==> config.mk <==
export PLATFORM = sky130hd
export DESIGN_NAME = mem_loader
export DESIGN_NICKNAME = d
export VERILOG_FILES = /design/src/rtl/mem_loader_pkg.sv /design/src/rtl/mem_loader_timeout.sv /design/src/rtl/mem_loader.sv
export SDC_FILE = /design/constraint.sdc
export NUM_CORES = 1
export LEC_CHECK = 0
export ABC_CLOCK_PERIOD_IN_PS = 2600
export CORE_MARGIN = 5
export CORE_UTILIZATION = 45
export DETAILED_ROUTE_END_ITERATION = 8
export PLACE_DENSITY_LB_ADDON = 0.08
export SYNTH_ARGS = -nofsm -noshare
export SYNTH_HDL_FRONTEND = slang
export SYNTH_HIERARCHICAL = 1
export SYNTH_SLANG_ARGS = --single-unit
==> constraint.sdc <==
create_clock -name clk -period 2.6 [get_ports clk]
set_input_delay 0.52 -clock clk [delete_from_list [all_inputs] [get_ports clk]]
set_output_delay 0.52 -clock clk [all_outputs]
set_load 0.02 [all_outputs]
==> src/rtl/mem_loader_pkg.sv <==
// Shared definitions for the program loader: FSM state encoding,
// RAM geometry and the checksum value that marks a good frame.
package mem_loader_pkg;

  localparam int RAM_ADDR_W = 8;
  localparam int RAM_DATA_W = 16;

  // Sum of every frame byte (CSUM included), modulo 256, for a good frame.
  localparam logic [7:0] CSUM_GOOD = 8'h00;

  typedef enum logic [2:0] {
    S_IDLE     = 3'd0,
    S_HDR_ADDR = 3'd1,
    S_HDR_CNT  = 3'd2,
    S_DATA_HI  = 3'd3,
    S_DATA_LO  = 3'd4,
    S_WRITE    = 3'd5,
    S_CSUM     = 3'd6
  } state_t;

endpackage

==> src/rtl/mem_loader_timeout.sv <==
// Idle counter for the loader. It counts cycles while enabled and is
// cleared when disabled or when clr_i is high. expired_o is high for the
// cycle whose edge would bring the count to TIMEOUT; TIMEOUT = 0 disables it.
module loader_timeout #(
  parameter int TIMEOUT = 1024
) (
  input  logic clk,
  input  logic rst,
  input  logic en_i,
  input  logic clr_i,
  output logic expired_o
);

  localparam int CW = (TIMEOUT < 2) ? 1 : $clog2(TIMEOUT + 1);

  logic [CW-1:0] cnt_q;
  logic [CW-1:0] cnt_d;

  // Next count: restart whenever a byte is taken or the loader is not receiving.
  always_comb begin
    cnt_d = cnt_q;
    if (clr_i || !en_i) begin
      cnt_d = '0;
    end else if (TIMEOUT != 0) begin
      cnt_d = cnt_q + CW'(1);
    end
  end

  // Count register.
  always_ff @(posedge clk or posedge rst) begin
    if (rst) begin
      cnt_q <= '0;
    end else begin
      cnt_q <= cnt_d;
    end
  end

  assign expired_o = (TIMEOUT != 0) && en_i && !clr_i && (cnt_q == CW'(TIMEOUT - 1));

endmodule

==> src/rtl/mem_loader.sv <==
// Byte-stream program loader. Receives ADDR, CNT, 2*N data bytes (high byte
// first) and CSUM over a valid/ready stream, writes each 16-bit word to the
// RAM data port as soon as it is complete, and holds the CPU in reset while a
// frame is in progress.
//
// Handshake: a byte is consumed on a rising edge where in_valid and in_ready
// are both high; in_ready is registered and depends only on the FSM state, so
// in_valid may be held high at any time without a byte being taken in IDLE or
// WRITE.
module mem_loader
  import mem_loader_pkg::*;
#(
  parameter int ADDR_W  = RAM_ADDR_W,
  parameter int TIMEOUT = 1024
) (
  input  logic                  clk,
  input  logic                  rst,
  input  logic                  start,
  input  logic                  in_valid,
  input  logic [7:0]            in_data,
  output logic                  in_ready,
  output logic                  mem_we,
  output logic [ADDR_W-1:0]     mem_addr,
  output logic [RAM_DATA_W-1:0] mem_wdata,
  output logic                  cpu_hold,
  output logic                  busy,
  output logic                  done,
  output logic                  err,
  output logic [2:0]            dbg_state
);

  state_t                  state_q;
  logic [ADDR_W-1:0]       addr_q;
  logic [8:0]              words_q;
  logic [7:0]              hi_q;
  logic [7:0]              sum_q;
  logic [RAM_DATA_W-1:0]   wdata_q;
  logic                    in_ready_q;
  logic                    we_q;
  logic                    hold_q;
  logic                    busy_q;
  logic                    done_q;
  logic                    err_q;

  logic                    accept;
  logic [7:0]              sum_d;
  logic                    tmo_expired;

  assign accept = in_valid && in_ready_q;
  assign sum_d  = sum_q + in_data;

  // in_ready_q is high exactly in the receiving states, so it doubles as the
  // idle-counter enable.
  loader_timeout #(
    .TIMEOUT (TIMEOUT)
  ) u_timeout (
    .clk       (clk),
    .rst       (rst),
    .en_i      (in_ready_q),
    .clr_i     (accept),
    .expired_o (tmo_expired)
  );

  // Frame FSM with its datapath registers; every output is a register here.
  always_ff @(posedge clk or posedge rst) begin
    if (rst) begin
      state_q    <= S_IDLE;
      addr_q     <= '0;
      words_q    <= '0;
      hi_q       <= '0;
      sum_q      <= '0;
      wdata_q    <= '0;
      in_ready_q <= 1'b0;
      we_q       <= 1'b0;
      hold_q     <= 1'b0;
      busy_q     <= 1'b0;
      done_q     <= 1'b0;
      err_q      <= 1'b0;
    end else begin
      we_q   <= 1'b0;
      done_q <= 1'b0;
      if (accept) begin
        sum_q <= sum_d;
      end
      if (tmo_expired) begin
        state_q    <= S_IDLE;
        in_ready_q <= 1'b0;
        busy_q     <= 1'b0;
        hold_q     <= 1'b0;
        err_q      <= 1'b1;
        done_q     <= 1'b1;
      end else begin
        case (state_q)
          S_IDLE: begin
            if (start) begin
              state_q    <= S_HDR_ADDR;
              err_q      <= 1'b0;
              busy_q     <= 1'b1;
              hold_q     <= 1'b1;
              sum_q      <= 8'h00;
              in_ready_q <= 1'b1;
            end
          end
          S_HDR_ADDR: begin
            if (accept) begin
              addr_q  <= ADDR_W'(in_data);
              state_q <= S_HDR_CNT;
            end
          end
          S_HDR_CNT: begin
            if (accept) begin
              // A count byte of zero stands for a full 256-word image.
              words_q <= (in_data == 8'h00) ? 9'd256 : {1'b0, in_data};
              state_q <= S_DATA_HI;
            end
          end
          S_DATA_HI: begin
            if (accept) begin
              hi_q    <= in_data;
              state_q <= S_DATA_LO;
            end
          end
          S_DATA_LO: begin
            if (accept) begin
              wdata_q    <= {hi_q, in_data};
              we_q       <= 1'b1;
              in_ready_q <= 1'b0;
              state_q    <= S_WRITE;
            end
          end
          S_WRITE: begin
            // The RAM captures addr/wdata at the end of this cycle.
            addr_q     <= addr_q + ADDR_W'(1);
            words_q    <= words_q - 9'd1;
            in_ready_q <= 1'b1;
            state_q    <= (words_q == 9'd1) ? S_CSUM : S_DATA_HI;
          end
          S_CSUM: begin
            if (accept) begin
              err_q      <= (sum_d != CSUM_GOOD);
              done_q     <= 1'b1;
              busy_q     <= 1'b0;
              hold_q     <= 1'b0;
              in_ready_q <= 1'b0;
              state_q    <= S_IDLE;
            end
          end
          default: begin
            state_q    <= S_IDLE;
            in_ready_q <= 1'b0;
            busy_q     <= 1'b0;
            hold_q     <= 1'b0;
          end
        endcase
      end
    end
  end

  assign in_ready  = in_ready_q;
  assign mem_we    = we_q;
  assign mem_addr  = addr_q;
  assign mem_wdata = wdata_q;
  assign cpu_hold  = hold_q;
  assign busy      = busy_q;
  assign done      = done_q;
  assign err       = err_q;
  assign dbg_state = state_q;

endmodule

---- Word-level counts from Yosys, hierarchy flattened ----
Index checks and enable logic that the tools add are counted.
cells by class
  add/subtract/negate cells ............... 4
  reductions and logical operators ........ 23
  muxes and demuxes ....................... 34
  bitwise gates (word level) .............. 1
  eq/ne operators ......................... 19
operator list
  operator               count
  $mux 8                 5
  $mux 3                 8
  $pmux 3 s7             1
  $reduce_and 3->1       7
  $mux 9                 2
  $pmux 9 s2             1
  $pmux 8 s2             1
  $ne 3x2->1 const B     5
  $mux 1                 12
  $add 11x1->11 const B  1
  $eq 11x10->1 const B   1
  $mux 11                1
  $eq 3x3->1 const B     3
  $eq 9x1->1 const B     1
  $sub 9x1->9 const B    1
  $add 8x1->8 const B    1
  $add 8x8->8            1
  $logic_not 8->1        1
  $ne 2x1->1 const B     4
  $reduce_bool 8->1      1
  $eq 3x2->1 const B     2
  $reduce_and 6->1       1
  $reduce_or 5->1        1
  $pmux 1 s4             1
  other kinds (14)       18
storage, ports and cells
  register bits after elaboration ......... 68
  logic and storage cells ................. 93
  output and inout port bits .............. 33
  input port bits ......................... 12

---- Longest topological paths before layout ----
Gate-level depths: netlist of run 1.
  depth after elaboration ................. 6
  depth in mapped cells ................... 11
  gate-level depth less buffers ........... 9

---- Cells and area by module ----
The synthesis of run 1 kept the hierarchy.
modules (own cells, without submodules)
  module          area an instance (µm²)  cells an instance  seq. area each (µm²)  instances
  mem_loader      3175.5                  308                1426.4                1
  loader_timeout  540.5                   54                 275.3                 1

---- Worst setup path before layout of run 1 ----
Ideal clock, no wire load.
  path type ............................... input -> register
  start ................................... input in_valid
  end ..................................... register wdata_q[0] (netlist: mem_wdata[0])
  stages on the path ...................... 9
  arrival ................................. 2.615 ns
  required time ........................... 2.475 ns
  setup slack ............................. -0.139 ns
  setup time .............................. 0.125 ns
  cell sequence ........................... nand2_1 inv_2 buf_1 nand2b_1 buf_6 nor3b_1 nand3b_4 buf_2 mux2_2
on the way
  cells in the longest elaborated chain, start to end .. 6
RTL lines
  what                            line                      source
  start: declaration              mem_loader.sv:19          input logic in_valid,
  $logic_and 1x1->1               mem_loader.sv:49          assign accept = in_valid && in_ready_q;
  named net accept                mem_loader.sv:45          logic accept;
  $logic_not 1->1                 mem_loader_timeout.sv:38  assign expired_o = (TIMEOUT != 0) && en_i && !clr_i && (cnt_q == CW'(TIMEOUT - 1));
  $logic_and 1x1->1 (2 in a row)  mem_loader_timeout.sv:38
  named net tmo_expired           mem_loader.sv:47          logic tmo_expired;
  $not 1->1 (no line)             n/a
  $reduce_and 3->1 (no line)      n/a
  end signal: assignment          mem_loader.sv:125         wdata_q <= {hi_q, in_data};
  end: declaration                mem_loader.sv:37          logic [RAM_DATA_W-1:0] wdata_q;
The timed path passes the listed nets, and every way through them passes these cells.
A chain may end at the register's enable or synchronous reset.

---- Worst setup path in the final report of run 1 ----
  start ................................... register u_timeout.cnt_q[0]
  end ..................................... register wdata_q[9] (netlist: mem_wdata[9])
on the way
  cells in the longest elaborated chain, start to end .. 4
RTL lines
  what                        line                      source
  start: declaration          mem_loader_timeout.sv:16  logic [CW-1:0] cnt_q;
  start signal: assignment    mem_loader_timeout.sv:34  cnt_q <= cnt_d;
  $eq 11x10->1                mem_loader_timeout.sv:38
  $logic_and 1x1->1           mem_loader_timeout.sv:38
  named net tmo_expired       mem_loader.sv:47
  $not 1->1 (no line)         n/a
  $reduce_and 3->1 (no line)  n/a
The timed path passes the listed nets, and every way through them passes these cells.

==> summary.txt, run 1 <==
Outcome
  • Status: finished, final reports clean

Power and ir drop
  • Sequential power share: 34.6%
  • Leakage power: 0.00197 uW
  • Clock share of power: 18.5%
  • Internal power: 3210 uW
  • Peak supply drop: 528 uV
  • Psw: between 2000 and 2500 uW
  • Sw Share: 39.5%
  • Pwr Density: around 1200 mW/mm2
  • Power share of the combinational group: a little under half
  • Total power: 5300 uW

CTS
  • CTS Sinks: 68
  • Clk buf depth: 2
  • CTS Buf Count: 9
  • CTS HTree Levels: 3
  • Clk pin slew, worst setup/hold paths: around 80 ps
  • Post-CTS Hold Buffers: 0
  • CTS tree: done
  • Clk Latency, worst-skew pair: 340 ps
  • CTS root buffer: clkbuf_8

Route
  • Routed Antenna Nets: 0
  • Via count: 2981
  • Final WL: 8.48 mm
  • Wire per inst: around 16 um
  • 1st-pass router iterations: 5
  • Iteration-0 DRC Markers: 110
  • Routed vias/inst: 5.58
  • DR DRC count: 0

Floorplanning
  • Core footprint: 0.00813 mm2
  • Die area: ~0.010 mm2
  • Die Span X: slightly above 100 um
  • DIE HEIGHT: 101 um
  • FP Rows: 33
  • IO Pins: between 40 and 50
  • Starting Density: 45.7%

Final layout
  • Area Overhead vs Synth: 23.4%
  • Fill cells: 733
  • Multi-input logic area: 0.00187 mm2
  • Fin nets: ~450
  • Total area of sequential cells: 0.00170 mm2
  • Share of cells above drive strength 1: a little over a fifth
  • Diodes inserted: 0

Placement
  • RD Place Congestion: 0.773
  • Dpl hpwl: 6.10 mm
  • IO buf count: 44

Worst setup path
  • Crit Path Max Fanout: 17
  • R2R Path End: mem_wdata[9]
  • Crit path to: mem_wdata[9]
  • CP Data Required Time: 2830 ps
  • R2R cell count: 7
  • CP max-delay cell: dfrtp_1
  • Critical path origin: u_timeout/cnt_q[0]
  • RR Startpoint: u_timeout/cnt_q[0]
  • Cell Chain, Critical Path: ha_1 > nand4_1 > nor3_1 > nor3b_2 > buf_4 > nand3b_4 > mux2_2
  • Crit-path max cell delay: 390 ps
  • Nature of the critical path startpoint: flop
  • Crit end category: flop
  • Critical path class: reg2reg
  • Crit path arrival time: 2570 ps
  • FF-to-FF setup slack: about 250 ps

Yosys
  • Fraction of registers with async set/reset: 100%
  • Post-synthesis cell type count: 66
  • Sequential fraction of the synthesis area: 45.8%
  • Syn Nets: 386
  • Synth top area share: a little under half
  • Mapped Cells: 362
  • Ys Warns: 6
  • Post-synth top area cell: dfrtp_1
  • EDFF count, synth: 0
  • Post-Synthesis Cell Area: between 0.003 and 0.004 mm2
  • Ranking of synthesized cells by area: dfrtp_1, mux2_2, a21oi_1
  • Main synth FF type: dfrtp_1
  • Yosys reg bits: 68
  • Synthesized area per cell: just over 10 um2

GRT
  • Initial antenna violation count: 0
  • Global-route wire length before repair: around 14 mm
  • Vias in the first global route: 2834
  • Total GRT Usage: approximately 18%
  • Global route overflow: 0
  • Largest net degree at the start of global routing: 58

Timing
  • Setup total negative slack: 0 ps
  • Final Cycle Share: 90.2%
  • Rel. slew slack: 66.0%
  • Skew final: between 10 and 15 ps
  • Fmax: 0.426 GHz
  • Unrepaired setup endpoints after global routing: false
  • Final Hold Viols: 0
  • Tmin final: 2350 ps
  • Pins Over Slew Limit: 0
  • Slew @ Worst Pin: 505 ps
  • Setup Viol. Count Final: 0

Run
  • Max Cap Viol: 0

Worst hold path
  • Hold WC Path Type: reg2reg
[cells in the mapped netlist, types with 3 or more instances]
| cell | number |
|---|---|
| buf_6 | 3 |
| nor2_1 | 33 |
| buf_2 | 5 |
| o21ai_0 | 20 |
| ha_1 | 11 |
| and3_1 | 4 |
| mux2_2 | 25 |
| buf_4 | 5 |
| nand2b_1 | 3 |
| nand3_1 | 8 |
| xnor2_1 | 5 |
| o22a_1 | 4 |
| nor4_1 | 4 |
| nand2_1 | 32 |
| a21oi_1 | 36 |
| dfrtp_1 | 68 |
| inv_1 | 11 |
| nor3_1 | 7 |
| a31oi_1 | 9 |
| a211oi_1 | 5 |
[cells in the final DEF, fill, tap and decap left out, types with 3 or more instances in the layout]
master | synthesis | final
a211oi_1 | 5 | 5
a21oi_1 | 36 | 36
a31oi_1 | 9 | 9
and3_1 | 4 | 4
buf_4 | 5 | 20
clkbuf_8 | 0 | 9
clkdlybuf4s50_1 | 0 | 44
dfrtp_1 | 68 | 68
ha_1 | 11 | 11
inv_1 | 11 | 10
inv_2 | 2 | 3
mux2_2 | 25 | 25
nand2_1 | 32 | 32
nand2b_1 | 3 | 3
nand3_1 | 8 | 8
nor2_1 | 33 | 33
nor3_1 | 7 | 7
nor4_1 | 4 | 4
o21ai_0 | 20 | 20
o22a_1 | 4 | 4
xnor2_1 | 5 | 5
[routing by layer]
layer,vias up,share of wire [%],track usage (%)
met2,64,47,27.9
li1,1444,-,-
met1,1466,47,24.9
met3,7,4.4,4.08
met4,0,1.4,5.60
met5,-,0,0
[worst min path at each step]
stage                       start                  to  slack (ps)  cells past startpoint
5_1_grt        u_timeout/cnt_q[0]  u_timeout/cnt_q[0]         520                      1
6_report       u_timeout/cnt_q[0]  u_timeout/cnt_q[0]         490                      1
3_5_place_dp   u_timeout/cnt_q[0]  u_timeout/cnt_q[0]         480                      1
4_1_cts        u_timeout/cnt_q[0]  u_timeout/cnt_q[0]         490                      1
3_3_place_gp   u_timeout/cnt_q[0]  u_timeout/cnt_q[0]         470                      1
2_1_floorplan                 rst  u_timeout/cnt_q[0]         370                      1
[power groups by stage]
stage          registers, uW  logic [uW]  clock network [uW]
3_5_place_dp            1860        2490                   0
4_1_cts                 1840        2500                1010
2_1_floorplan           2030        1480                   0
6_report                1830        2480                 979
3_3_place_gp            1840        2460                   0
5_1_grt                 1900        2730                1070
[critical path: cells and delay by family, from the launching register on]
family	cells	cell delay, ps
and+or+nand+nor	4	1000
buffers and inverters	1	250
DFF	1	390
muxes	1	370
adders and majority gates	1	220
[layout make-up]
class                           count  share of cell area, %
Clock buffer                        9                   2.70
Timing Repair Buffer               65                   13.3
Multi-Input combinational cell    267                   40.8
Inverter                           13                   1.06
Sequential cell                    68                   37.1
Tap cell                          105                   2.86
Clock inverter                      7                   2.16
[registers in the layout (all words and copies together), names as in the netlist]
signal,flops
words_q,9
mem_addr,8
dbg_state,3
mem_we,1
mem_wdata,16
busy,1
u_timeout/cnt_q,11
done,1
hi_q,8
err,1
sum_q,8
in_ready,1
[repair_timing]
item,CTS,global route
resized for setup,0,0
buffers inserted,0,1
endpoints found under the setup margin,0,1
[metrics by stage]
| step | hold WS (ps) | cells | util [%] | setup slack (ps) | cell area (um2) |
|---|---|---|---|---|---|
| 2_1_floorplan | 372 | 362 | - | 110 | 3720 |
| 3_3_place_gp | 473 | 517 | 53.5 | -20.5 | 4360 |
| 3_5_place_dp | 479 | 517 | 53.5 | -52.4 | 4360 |
| 4_1_cts | 490 | 533 | 56.3 | 249 | 4580 |
| 5_1_grt | 523 | 534 | 56.4 | 25.1 | 4590 |
| 6_report | 487 | 534 | 56.4 | 254 | 4590 |
[kinds of logic after synthesis]
kind of cell	Yosys count	synth area share (%)
XOR/XNOR	7	1.65
AND/OR/NAND/NOR	121	18.8
AO/OA/AOI/OAI	102	17.9
buffers and inverters	27	4.01
flip-flops	68	45.8
adder cells (fa/ha/maj)	12	4.24
multiplexers	25	7.58
Power figures use the tool's default switching activity.
==> run 2, diff against run 1 <==
Settings changed: CAP_MARGIN set to 0.
==> results of run 2 <==
Same layout as run 1: the final DEF is identical, and so are final timing and power.
==> run 3, diff against run 2 <==
Settings changed: SLEW_MARGIN set to 20.
==> results of run 3 <==
Same layout as run 1: the final DEF is identical, and so are final timing and power.
==> variant 1 (settings of run 1) <==
Reset style: synchronous (`rst`), changed in 2 clocked blocks.
--- a/src/rtl/mem_loader_timeout.sv
+++ b/src/rtl/mem_loader_timeout.sv
@@ -28,5 +28,5 @@
 
   // Count register.
-  always_ff @(posedge clk or posedge rst) begin
+  always_ff @(posedge clk) begin
     if (rst) begin
       cnt_q <= '0;
--- a/src/rtl/mem_loader.sv
+++ b/src/rtl/mem_loader.sv
@@ -63,5 +63,5 @@
 
   // Frame FSM with its datapath registers; every output is a register here.
-  always_ff @(posedge clk or posedge rst) begin
+  always_ff @(posedge clk) begin
     if (rst) begin
       state_q    <= S_IDLE;
Behaviour: differs if rst is asserted again (counterexample within 4 cycles, from zero or initial values and one cycle with rst high); with rst held inactive, the same outputs for 4 cycles.
==> variant 1 against run 1 <==
  * Worst setup slack got worse by 43 ps
  * Die area is 5.9% lower
  * Cell count up 7.3%
  * Critical path depth up 2
  * Routed wire length is 1.8% higher
  * Cell area fell by 5.3%
  * Via count grew 4.1%
  * Sequential cell count stayed put
  * Area after synthesis shrank 6.5%
  * Non-clock buffer count up 3
  * Largest cell class unchanged
Power is not compared: it rests on default switching activity, and its combinational part moved more than twofold at a synthesized area within 25%.
==> variant 1: results (changes against run 1) <==
[yosys]
ys_async_sr_fraction=0  ; -1.00
ys_seq_area_frac=0.392  ; -0.0660
synth_common_cells=dfxtp_1 (68), nor2_1 (57), a21oi_1 (37), nand2_1 (37), mux2i_1 (25)
synth_cell_type_count=69  ; +4.5%
netlist_top_cells_area=dfxtp_1 (39%), mux2i_1 (7.2%), nor2_1 (6.2%), a21oi_1 (5.3%), nand2_1 (4.0%)
synth.avg_cell_area_um2=8.49  ; -17%
synth_ff_type=dfxtp_1
synth.net_count=433  ; +12%

[global_route]
grt_pass1_vias=2936  ; +3.6%
grt_first_pass_wirelength_um=14200  ; -1.5%
grt_max_degree=28  ; -52%
grt_usage=0.182  ; +0.00228

[outcome]
status=finished clean

[critical_path]
crit_fanout=17  ; unchanged
worstPathArrival_ps=2630  ; +60 ps
slowest_stage=or4_4
max_stage_delay_ps=540  ; +150 ps

[place]
hpwl_um=6160  ; +0.88%
place.gp.congestion=0.882  ; +14%

[timing]
skew_ps=10.5  ; -0.0156 ps

[routing]
vias=3104  ; +4.1%
drtIter0Drc=184  ; +67%
viasPerCell=5.42  ; -3.0%
wire_per_inst_um=15.1  ; -5.1%

[min_path]
hp-class=reg -> reg

[finish]
nets=490  ; +9.4%
fill_cells=726  ; -0.95%
drive_gt1_frac=0.125  ; -0.0845

variant 1: per-layer routing:
layer	vias to the layer above	GRT usage	part of all wire
met1	1443	0.245	0.48
met5	-	0	0
met4	0	0.0607	0.012
met3	12	0.0321	0.040
met2	58	0.294	0.47
li1	1591	-	-
variant 1: stage by stage:
| step | hold slack [ps] | area [um^2] | worst slack (ps) | setup TNS (ps) |
|---|---|---|---|---|
| floorplan | 430 | 3470 | 218 | 0 |
| global placement | 442 | 4100 | -61.8 | -61.8 |
| detailed placement | 447 | 4100 | -144 | -187 |
| CTS | 466 | 4320 | 163 | 0 |
| global route | 487 | 4340 | 3.79 | 0 |
| finish | 462 | 4340 | 211 | 0 |
variant 1: logic make-up (layout without fill, tap and decap cells):
group                      count (synthesis)  in the layout  share of synthesized area
AOI/OAI and AO/OA                        104            104                      0.192
buffers and inverters                     32             94                     0.0436
and+or+nand+nor                          160            160                      0.235
muxes                                     25             25                     0.0720
adders and majority gates                 12             12                     0.0454
DFF                                       68             68                      0.392
xor gates and xnor gates                   8              8                     0.0202
variant 1: final timing paths:
path / startpoint / to / slack (ps) / cells past startpoint
setup / recovery: u_timeout/cnt_q[0] / mem_wdata[5] / 210 / 9
hold / removal: sum_q[4] / sum_q[4] / 460 / 2
setup reg to reg: u_timeout/cnt_q[0] / mem_wdata[5] / 210 / 9
hold reg to reg: sum_q[4] / sum_q[4] / 460 / 2
variant 1: what timing repair did:
action / in CTS / in global routing
setup buffers: 0 / 2
resized for setup: 0 / 2
hold buffers: 0 / 0
endpoints found under the setup margin: 0 / 22
variant 1: worst min-delay path, delay by kind of cell, from the launching register on:
family             cells  cell delay [ps]
DFF                    1              320
and+or+nand+nor        1               50
AOI/OAI and AO/OA      1               50
variant 1: cell type report:
cell class / count / area (um^2) / area share
Clock inverter: 7 / 98.8 / 0.0228
Timing Repair Buffer: 68 / 628 / 0.145
Inverter: 10 / 37.5 / 0.00865
Multi-Input combinational cell: 309 / 1960 / 0.452
Clock buffer: 9 / 124 / 0.0285
Sequential cell: 68 / 1360 / 0.314
Tap cell: 102 / 128 / 0.0294
variant 1: where the power goes:
| part | switching (mW) | total, mW | internal [mW] | leakage (nW) |
|---|---|---|---|---|
| Sequential | 0.0247 | 1.08 | 1.06 | 0.549 |
| Combinational | 0.154 | 0.271 | 0.117 | 1.10 |
| Clock | 0.440 | 0.984 | 0.545 | 0.110 |
| Total | 0.618 | 2.34 | 1.72 | 1.76 |
==> variant 2 (config.mk and constraints of run 1) <==
Without the edit above. Change the package constant `RAM_ADDR_W` from 8 to 10.
--- a/src/rtl/mem_loader_pkg.sv
+++ b/src/rtl/mem_loader_pkg.sv
@@ -3,5 +3,5 @@
 package mem_loader_pkg;
 
-  localparam int RAM_ADDR_W = 8;
+  localparam int RAM_ADDR_W = 10;
   localparam int RAM_DATA_W = 16;
 
Ports: changed (resized mem_addr); port bits go from 45 to 47. The function was not compared with the original's and may differ.
==> variant 2 against run 1 <==
  * Worst setup slack got worse by 22 ps
  * Cell area rose by 2.5%
  * Routed wire length rose by 8.1%
  * Area after synthesis rose by 0.67%
  * Global-route usage rose by 1.2 points
  * Cell count rose by 4.7%
  * Die area rose by 0.61%
  * Sequential cell count rose by 2
  * Total power fell by 2.1%
==> variant 2: results (changes against run 1) <==
[outcome]
status=finished clean

[routing]
dr.pass1.iters=4  ; -1
drtIter0Drc=118  ; +7.3%
drt-total-wl_um=9170  ; +8.1%
viasPerCell=5.62  ; +0.75%

[global_route]
grt_usage=0.191  ; +0.0118
grt_max_degree=60  ; +3.4%
met3_usage=0.0331  ; -0.00777
met2_usage=0.314  ; +0.0354
use_met1=0.255  ; +0.00605
grt_pass1_vias=3110  ; +9.7%
grt_first_pass_wirelength_um=15400  ; +6.9%

[finish]
drive_gt1_frac=0.183  ; -0.0270
fill_cells=718  ; -2.0%
nets=474  ; +5.8%

[place]
place.gp.congestion=0.909  ; +18%
hpwl_um=6610  ; +8.3%
portBuffers=46  ; +4.5%

[critical_path]
worstPathArrival_ps=2540  ; -30 ps
crit_fanout=10  ; -7

[power]
p_leak_nw=2.07  ; +4.9%
ir_drop_mv=0.493  ; -6.7%

[yosys]
synth_cell_type_count=58  ; -12%
synth_common_cells=dfrtp_1 (70), a21oi_1 (38), o21ai_0 (34)
synth.net_count=405  ; +4.9%
ys_seq_area_frac=0.468  ; +0.0103
netlist_top_cells_area=dfrtp_1 (47%), a21oi_1 (5.1%), mux2_2 (4.8%), o21ai_0 (4.5%), ha_1 (3.7%)

[timing]
skew_ps=13.6  ; +3.03 ps
worst_slew_pin_slew_ps=996  ; +491 ps

[clock_tree]
clk_pin_slew_ps=80  ; about the same

-- variant 2: worst paths after layout --
path,from,to,slack [ps],cells past startpoint
worst min register to register,u_timeout/cnt_q[0],u_timeout/cnt_q[0],480,1
worst max-delay path,u_timeout/cnt_q[0],sum_q[7],230,7
worst min-delay path,u_timeout/cnt_q[0],u_timeout/cnt_q[0],480,1
worst max register to register,u_timeout/cnt_q[0],sum_q[7],230,7
max in group asynchronous,rst,hi_q[5],1730,3
min in group asynchronous,rst,u_timeout/cnt_q[0],540,2
-- variant 2: kinds of logic after synthesis --
group	synth area share
flops	0.468
simple gates	0.173
compound gates	0.175
mux	0.0843
buf+inv	0.0411
fa+ha+maj	0.0421
xor+xnor	0.0164
-- variant 2: cell type report --
| type | count | area share |
|---|---|---|
| tap | 105 | 0.0279 |
| timing repair buffer | 77 | 0.155 |
| multi-input combinational | 279 | 0.391 |
| sequential | 70 | 0.373 |
| clock inverter | 5 | 0.0125 |
| inverter | 13 | 0.0106 |
| clock buffer | 10 | 0.0293 |
-- variant 2: metrics by stage --
step	worst slack (ps)	hold WS [ps]	area, um^2	util	instances
after floorplan	25.7	372	3740	-	381
after global placement	-52.6	472	4510	0.551	544
after detailed placement	-65.5	473	4510	0.551	544
after CTS	270	483	4700	0.575	559
after global routing	28.3	512	4700	0.575	559
final	232	481	4700	0.575	559
-- variant 2: power by group --
part / internal (mW) / switching [mW] / total, mW
logic: 1.19 / 1.23 / 2.42
registers: 1.51 / 0.355 / 1.86
clock network: 0.466 / 0.437 / 0.903
total: 3.16 / 2.03 / 5.19
-- variant 2: worst max-delay path: stages (launching register included) --
cell and delay, ps:
dfrtp_1 410, ha_1 240, nand4_1 220, nor3_1 70, nor3b_2 170, buf_4 170, nor3_1 800, a211oi_1 110
-- variant 2: layer usage --
metal  up-vias  share of wire
met5         -              0
met1      1553           0.46
met2        64           0.49
met4         0          0.012
met3        10          0.038
li1       1517              -
